[src/rtl/fredkin_shreg.sv]
// fredkin_shreg: universal W-bit shift register whose next-state selection and
// mode fan-out are built only from Fredkin (controlled-swap) gates. Each bit is
// stored in a master-slave pair with an asynchronous clear.
//
// Ports:
//   clk   - rising-edge clock
//   rst_n - asynchronous active-low clear (q=0, qb=all ones)
//   mode  - 00 hold, 01 shift right, 10 shift left, 11 parallel load
//   sir   - serial input entering bit W-1 on shift right
//   sil   - serial input entering bit 0 on shift left
//   pd    - parallel load data (from upstream latch q outputs)
//   q     - register contents
//   qb    - bitwise complement of q
//   sor   - serial out right, q[0]
//   sol   - serial out left, q[W-1]
module fredkin_shreg #(
  parameter int unsigned W = 4
) (
  input  logic         clk,
  input  logic         rst_n,
  input  logic [1:0]   mode,
  input  logic         sir,
  input  logic         sil,
  input  logic [W-1:0] pd,
  output logic [W-1:0] q,
  output logic [W-1:0] qb,
  output logic         sor,
  output logic         sol
);

  // mode[0] drives two first-stage gates per bit, mode[1] one second-stage gate
  localparam int unsigned N0 = 2 * W;
  localparam int unsigned N1 = W;

  // Fredkin gate {p, q, r}: p = a; when a=1, b and c are swapped onto q/r
  function automatic logic [2:0] fredkin(input logic a, input logic b, input logic c);
    return {a, (a ? c : b), (a ? b : c)};
  endfunction

  logic [N0-1:0] m0_chain, m0_tap;
  logic [N0-2:0] unused_m0_r;
  logic [N1-1:0] m1_chain, m1_tap;
  logic [N1-2:0] unused_m1_r;

  logic [W-1:0] rsrc, lsrc, x0, x1, nxt;
  logic [W-1:0] unused_s1a_p, unused_s1a_r;
  logic [W-1:0] unused_s1b_p, unused_s1b_r;
  logic [W-1:0] unused_s2_p, unused_s2_r;
  logic [W-1:0] unused_out_p;

  logic [W-1:0] m, s;

  // Copy-gate chains: each gate (a,0,1) -> (a,a,~a); p continues the chain,
  // q is one tap, so every control input is driven by exactly one gate output
  assign m0_chain[0] = mode[0];
  for (genvar k = 0; k < N0 - 1; k++) begin : g_fan0
    assign {m0_chain[k+1], m0_tap[k], unused_m0_r[k]} = fredkin(m0_chain[k], 1'b0, 1'b1);
  end
  assign m0_tap[N0-1] = m0_chain[N0-1];

  assign m1_chain[0] = mode[1];
  for (genvar k = 0; k < N1 - 1; k++) begin : g_fan1
    assign {m1_chain[k+1], m1_tap[k], unused_m1_r[k]} = fredkin(m1_chain[k], 1'b0, 1'b1);
  end
  assign m1_tap[N1-1] = m1_chain[N1-1];

  for (genvar i = 0; i < W; i++) begin : g_bit
    // Neighbour sources; the end bits take the serial inputs, no wrap-around
    if (i == W - 1) begin : g_msb
      assign rsrc[i] = sir;
    end else begin : g_rmid
      assign rsrc[i] = q[i+1];
    end
    if (i == 0) begin : g_lsb
      assign lsrc[i] = sil;
    end else begin : g_lmid
      assign lsrc[i] = q[i-1];
    end

    // Stage 1 (mode[0]): hold vs right source, and left source vs pd
    assign {unused_s1a_p[i], x0[i], unused_s1a_r[i]} = fredkin(m0_tap[2*i], q[i], rsrc[i]);
    assign {unused_s1b_p[i], x1[i], unused_s1b_r[i]} = fredkin(m0_tap[2*i+1], lsrc[i], pd[i]);
    // Stage 2 (mode[1]): pick between the two stage-1 results
    assign {unused_s2_p[i], nxt[i], unused_s2_r[i]} = fredkin(m1_tap[i], x0[i], x1[i]);

    // Output/complement path from the slave: (s,0,1) -> (s, s, ~s)
    assign {unused_out_p[i], q[i], qb[i]} = fredkin(s[i], 1'b0, 1'b1);
  end

  // Master latch: transparent while clk is low
  always_latch begin
    if (!rst_n) begin
      m <= '0;
    end else if (!clk) begin
      m <= nxt;
    end
  end

  // Slave: the master is closed for the whole high phase, so copying it on the
  // rising edge is identical to a transparent-high slave and keeps q glitch-free
  always_ff @(posedge clk or negedge rst_n) begin
    if (!rst_n) begin
      s <= '0;
    end else begin
      s <= m;
    end
  end

  assign sor = q[0];
  assign sol = q[W-1];

endmodule
[config.mk]
export PLATFORM = sky130hd
export DESIGN_NAME = fredkin_shreg
export DESIGN_NICKNAME = d
export VERILOG_FILES = /design/src/rtl/fredkin_shreg.sv
export SDC_FILE = /design/constraint.sdc
export NUM_CORES = 1
export LEC_CHECK = 0
export ABC_AREA = 0
export BUFFER_PORTS_ARGS = -buffer_cell sky130_fd_sc_hd__buf_2
export CAP_MARGIN = 20
export CORE_AREA = 2 2 39 41
export DETAILED_ROUTE_END_ITERATION = 7
export DIE_AREA = 0 0 41 43
export MAX_ROUTING_LAYER = met4
export PLACE_DENSITY_LB_ADDON = 0.1
export SKIP_CTS_REPAIR_TIMING = 1
export SLEW_MARGIN = 25
export SYNTH_ARGS = -nofsm -noshare
export SYNTH_HDL_FRONTEND = slang
export SYNTH_SLANG_ARGS = --single-unit
[constraint.sdc]
create_clock -name clk -period 2.55 [get_ports clk]
set_clock_uncertainty 0.05 [all_clocks]
set_input_delay 0.1275 -clock clk [delete_from_list [all_inputs] [get_ports clk]]
set_output_delay 0.1275 -clock clk [all_outputs]
set_load 0.01 [all_outputs]
==> results.md <==
Final layout:
- The final design utilization is 45.84%.
- The total inserted antenna cells is 0.
- The number of filler cells placed in the layout is 139.
- Of the cells placed in the final design, the portion with a size suffix greater than 1 is 40.85%.
- Registers take 160.2 um2.
- Summing all multi-input logic gate instances after layout gives 118.9 um2.
- After the last flow step, the layout net total stands at 83.
- The signed area change from the synthesized netlist to the final layout is 98.05%.

Floorplanning:
- The initial utilization of the core area, before any placement, comes to 23.15%.
- Measured along the y axis, the die boundary spans 43 um.
- In this run the core area contains 14 standard-cell rows.
- The total core area is 1384 um2.
- 20 I/O pins were placed.
- The overall die area is 1763 um2.
- The floorplan step set the die width to 41 um.

STA:
- The number of hold violations in the final report is 0.
- The number of max-slew violations in the final report came to 0.
- The worst path meets setup with 0.01314 ns of slack.
- Setup violations remaining at the end of the flow were counted as 0.
- The final-layout setup total negative slack is 0 ns.
- The transition time at the pin with the least slew margin is 0.2559 ns.
- Setup repair after global routing left no endpoint under its margin.
- In this run the tightest slew margin relative to its limit is 82.88%.
- The worst hold-check slack is 0.009815 ns.

Logic synthesis:
- The leading area contributor after synthesis is sky130_fd_sc_hd__dfrtp_1.
- The per-instance average area after synthesis is 10.68 um2.
- The number of library cell types mapped by synthesis is 9.
- The flip-flop and latch count after synthesis is 8.
- Sorting the synthesized cells by area gives the leading types as sky130_fd_sc_hd__dfrtp_1 31%, sky130_fd_sc_hd__mux2i_1 25%, sky130_fd_sc_hd__dlxtp_1 19%.
- The top cell type by area accounts for 31.25% of the synthesized area.
- The Yosys step of the flow raised 0 warnings.
- The post-synthesis net count is 40.
- The synthesized instance count is 30.
- The cell area after technology mapping is 320.3 um2.

Pwr:
- The leakage component of the power is 0.3260 nW.
- The fraction of power consumed by sequential logic is 26.8%.
- The cell area power density is 588.9 nW/um2.
- Summed over all nets, the switching power comes to 0.00009070 W.
- Internal power comes to 0.0002829 W.
- Across the VDD grid, the largest voltage drop is 276.1 uV.
- The power share of the clock group is 56.5%.
- Combinational logic burns 16.7% of the power.
- The fraction of power spent switching nets is 24.28%.

Detailed routing:
- The first detailed-routing pass ran for 3 iterations.
- The routed design has 919 um of wire.
- Dividing the detail-routed via count by the number of cells gives 4.034.
- The count of nets left with antenna violations once routing finished came out at 0.
- The average detailed-routed wire length per instance is 10.56 um.
- The count of unresolved DRC violations after routing is 0.
- The violation count after the first detailed-routing iteration is 3.
- The number of vias after detailed routing is 351.

CTS:
- The clock-pin slew on the worst setup and hold paths is 0.04 ns.
- The clock tree from TritonCTS is built.
- The later pin in the worst-skew pair is clocked with a latency of 0.53 ns.

Global route:
- The via count of the first global-routing pass is 322.
- The first global-routing pass estimated 1.304 mm of wire.
- The total overflow left after global routing is 0.
- For this run, the total global-route usage over all layers was measured as 15.15%.
- The maximum number of pins on one net before global-route repair is 9.
- The number of antenna violations at the first check in global routing is 0.

Critical path:
- The highest net fanout along the worst path is 8.
- STA puts the critical path data arrival time at 1.74 ns.
- The critical path class is in -> latch.
- The endpoint kind of the worst setup timing path is a latch.
- The flop-to-flop setup slack is 0.10 ns.
- The required time of the critical path is 1.76 ns.
- The type of element launching the critical path is a primary input.

Place:
- The worst setup timing slack at the placement stage is 0.5419 ns.
- The number of buffers added on ports is 19.
- The congestion estimate from routability-driven global placement came to 0.6607.

Hold path:
- The classification of the worst-slack hold path is in -> async.

Outcome:
- The run finished with clean final reports.

Flow run:
- Across the run, the number of max-cap violations was 0.
[cells in the mapped netlist]
library cell and n:
sky130_fd_sc_hd__buf_4 2, sky130_fd_sc_hd__buf_6 1, sky130_fd_sc_hd__dfrtp_1 4, sky130_fd_sc_hd__dlxtp_1 4, sky130_fd_sc_hd__inv_1 4, sky130_fd_sc_hd__mux2i_1 8, sky130_fd_sc_hd__nand2_1 2, sky130_fd_sc_hd__nand2b_1 1
sky130_fd_sc_hd__o22ai_1 4
[routing by layer]
metal  share of wire, %  global-route usage (%)
met1                 41                   10.89
met2                 54                   11.88
met3                4.7                   18.85
met4                  0                   26.00
met5                  0                       -
[logic make-up after synthesis]
group                  synth area share [%]
AO/OA/AOI/OAI                         7.811
buffers and inverters                 12.89
flip-flops                            31.25
latches                               18.75
multiplexers                          25.00
AND/OR/NAND/NOR                       4.299
[worst paths after layout]
kind | cells past startpoint | to | from
max in group gated | 4 | clock gate | rst_n
min in group clk | 4 | m[0]$_DLATCH_P_ | mode[0]
worst max register to register | 3 | m[1]$_DLATCH_P_ | s[2]$_DFF_PN0_
max in group asynchronous | 2 | s[3]$_DFF_PN0_ | rst_n
worst max-delay path | 5 | m[3]$_DLATCH_P_ | mode[1]
worst min register to register | 2 | m[2]$_DLATCH_P_ | s[2]$_DFF_PN0_
min in group gated | 4 | clock gate | rst_n
worst min-delay path | 2 | s[1]$_DFF_PN0_ | rst_n
[cell type report]
| cell class | instances | area share (%) |
|---|---|---|
| clock buffers | 10 | 11.83 |
| inverters | 4 | 2.367 |
| multi-input cells | 15 | 18.74 |
| flip-flops and latches | 8 | 25.25 |
| well taps | 16 | 3.156 |
| repair buffers | 34 | 38.66 |
[sequential cells by signal, indices dropped and copies added, names as in the netlist]
register	count
s	4
m	4
[worst max-delay path, stage by stage]
cell and delay, ns:
sky130_fd_sc_hd__dlygate4sd3_1 0.52, sky130_fd_sc_hd__buf_2 0.23, sky130_fd_sc_hd__mux2i_1 0.20, sky130_fd_sc_hd__dlygate4sd3_1 0.57, sky130_fd_sc_hd__o22ai_1 0.09
[power by group through the flow]
stage | sequential, W | combinational (W) | clock [W]
3_5_place_dp | 0.000101 | 0.0000417 | 0.00000665
4_1_cts | 0.0000999 | 0.0000419 | 0.000225
2_1_floorplan | 0.000102 | 0.0000237 | 0.00000666
3_3_place_gp | 0.000101 | 0.0000413 | 0.00000665
5_1_grt | 0.000101 | 0.0000684 | 0.000254
6_report | 0.000100 | 0.0000624 | 0.000211
[cells in the final DEF (no fill, tap or decap)]
| cell type | Yosys | final |
|---|---|---|
| sky130_fd_sc_hd__inv_1 | 4 | 4 |
| sky130_fd_sc_hd__dlygate4sd3_1 | 0 | 15 |
| sky130_fd_sc_hd__dfrtp_1 | 4 | 4 |
| sky130_fd_sc_hd__nand2_1 | 2 | 2 |
| sky130_fd_sc_hd__mux2i_1 | 8 | 8 |
| sky130_fd_sc_hd__clkbuf_4 | 0 | 10 |
| sky130_fd_sc_hd__nand2b_1 | 1 | 1 |
| sky130_fd_sc_hd__o22ai_1 | 4 | 4 |
| sky130_fd_sc_hd__dlxtp_1 | 4 | 4 |
| sky130_fd_sc_hd__buf_2 | 0 | 19 |
[through the flow]
stage | instance area (um2) | cells | power [W]
6_report | 634.4 | 87 | 0.0003736
2_1_floorplan | 320.3 | 30 | 0.0001324
3_3_place_gp | 409.1 | 62 | 0.0001491
3_5_place_dp | 409.1 | 62 | 0.0001495
5_1_grt | 634.4 | 87 | 0.0004232
4_1_cts | 484.2 | 72 | 0.0003665
(Power assumes the default switching activity.)
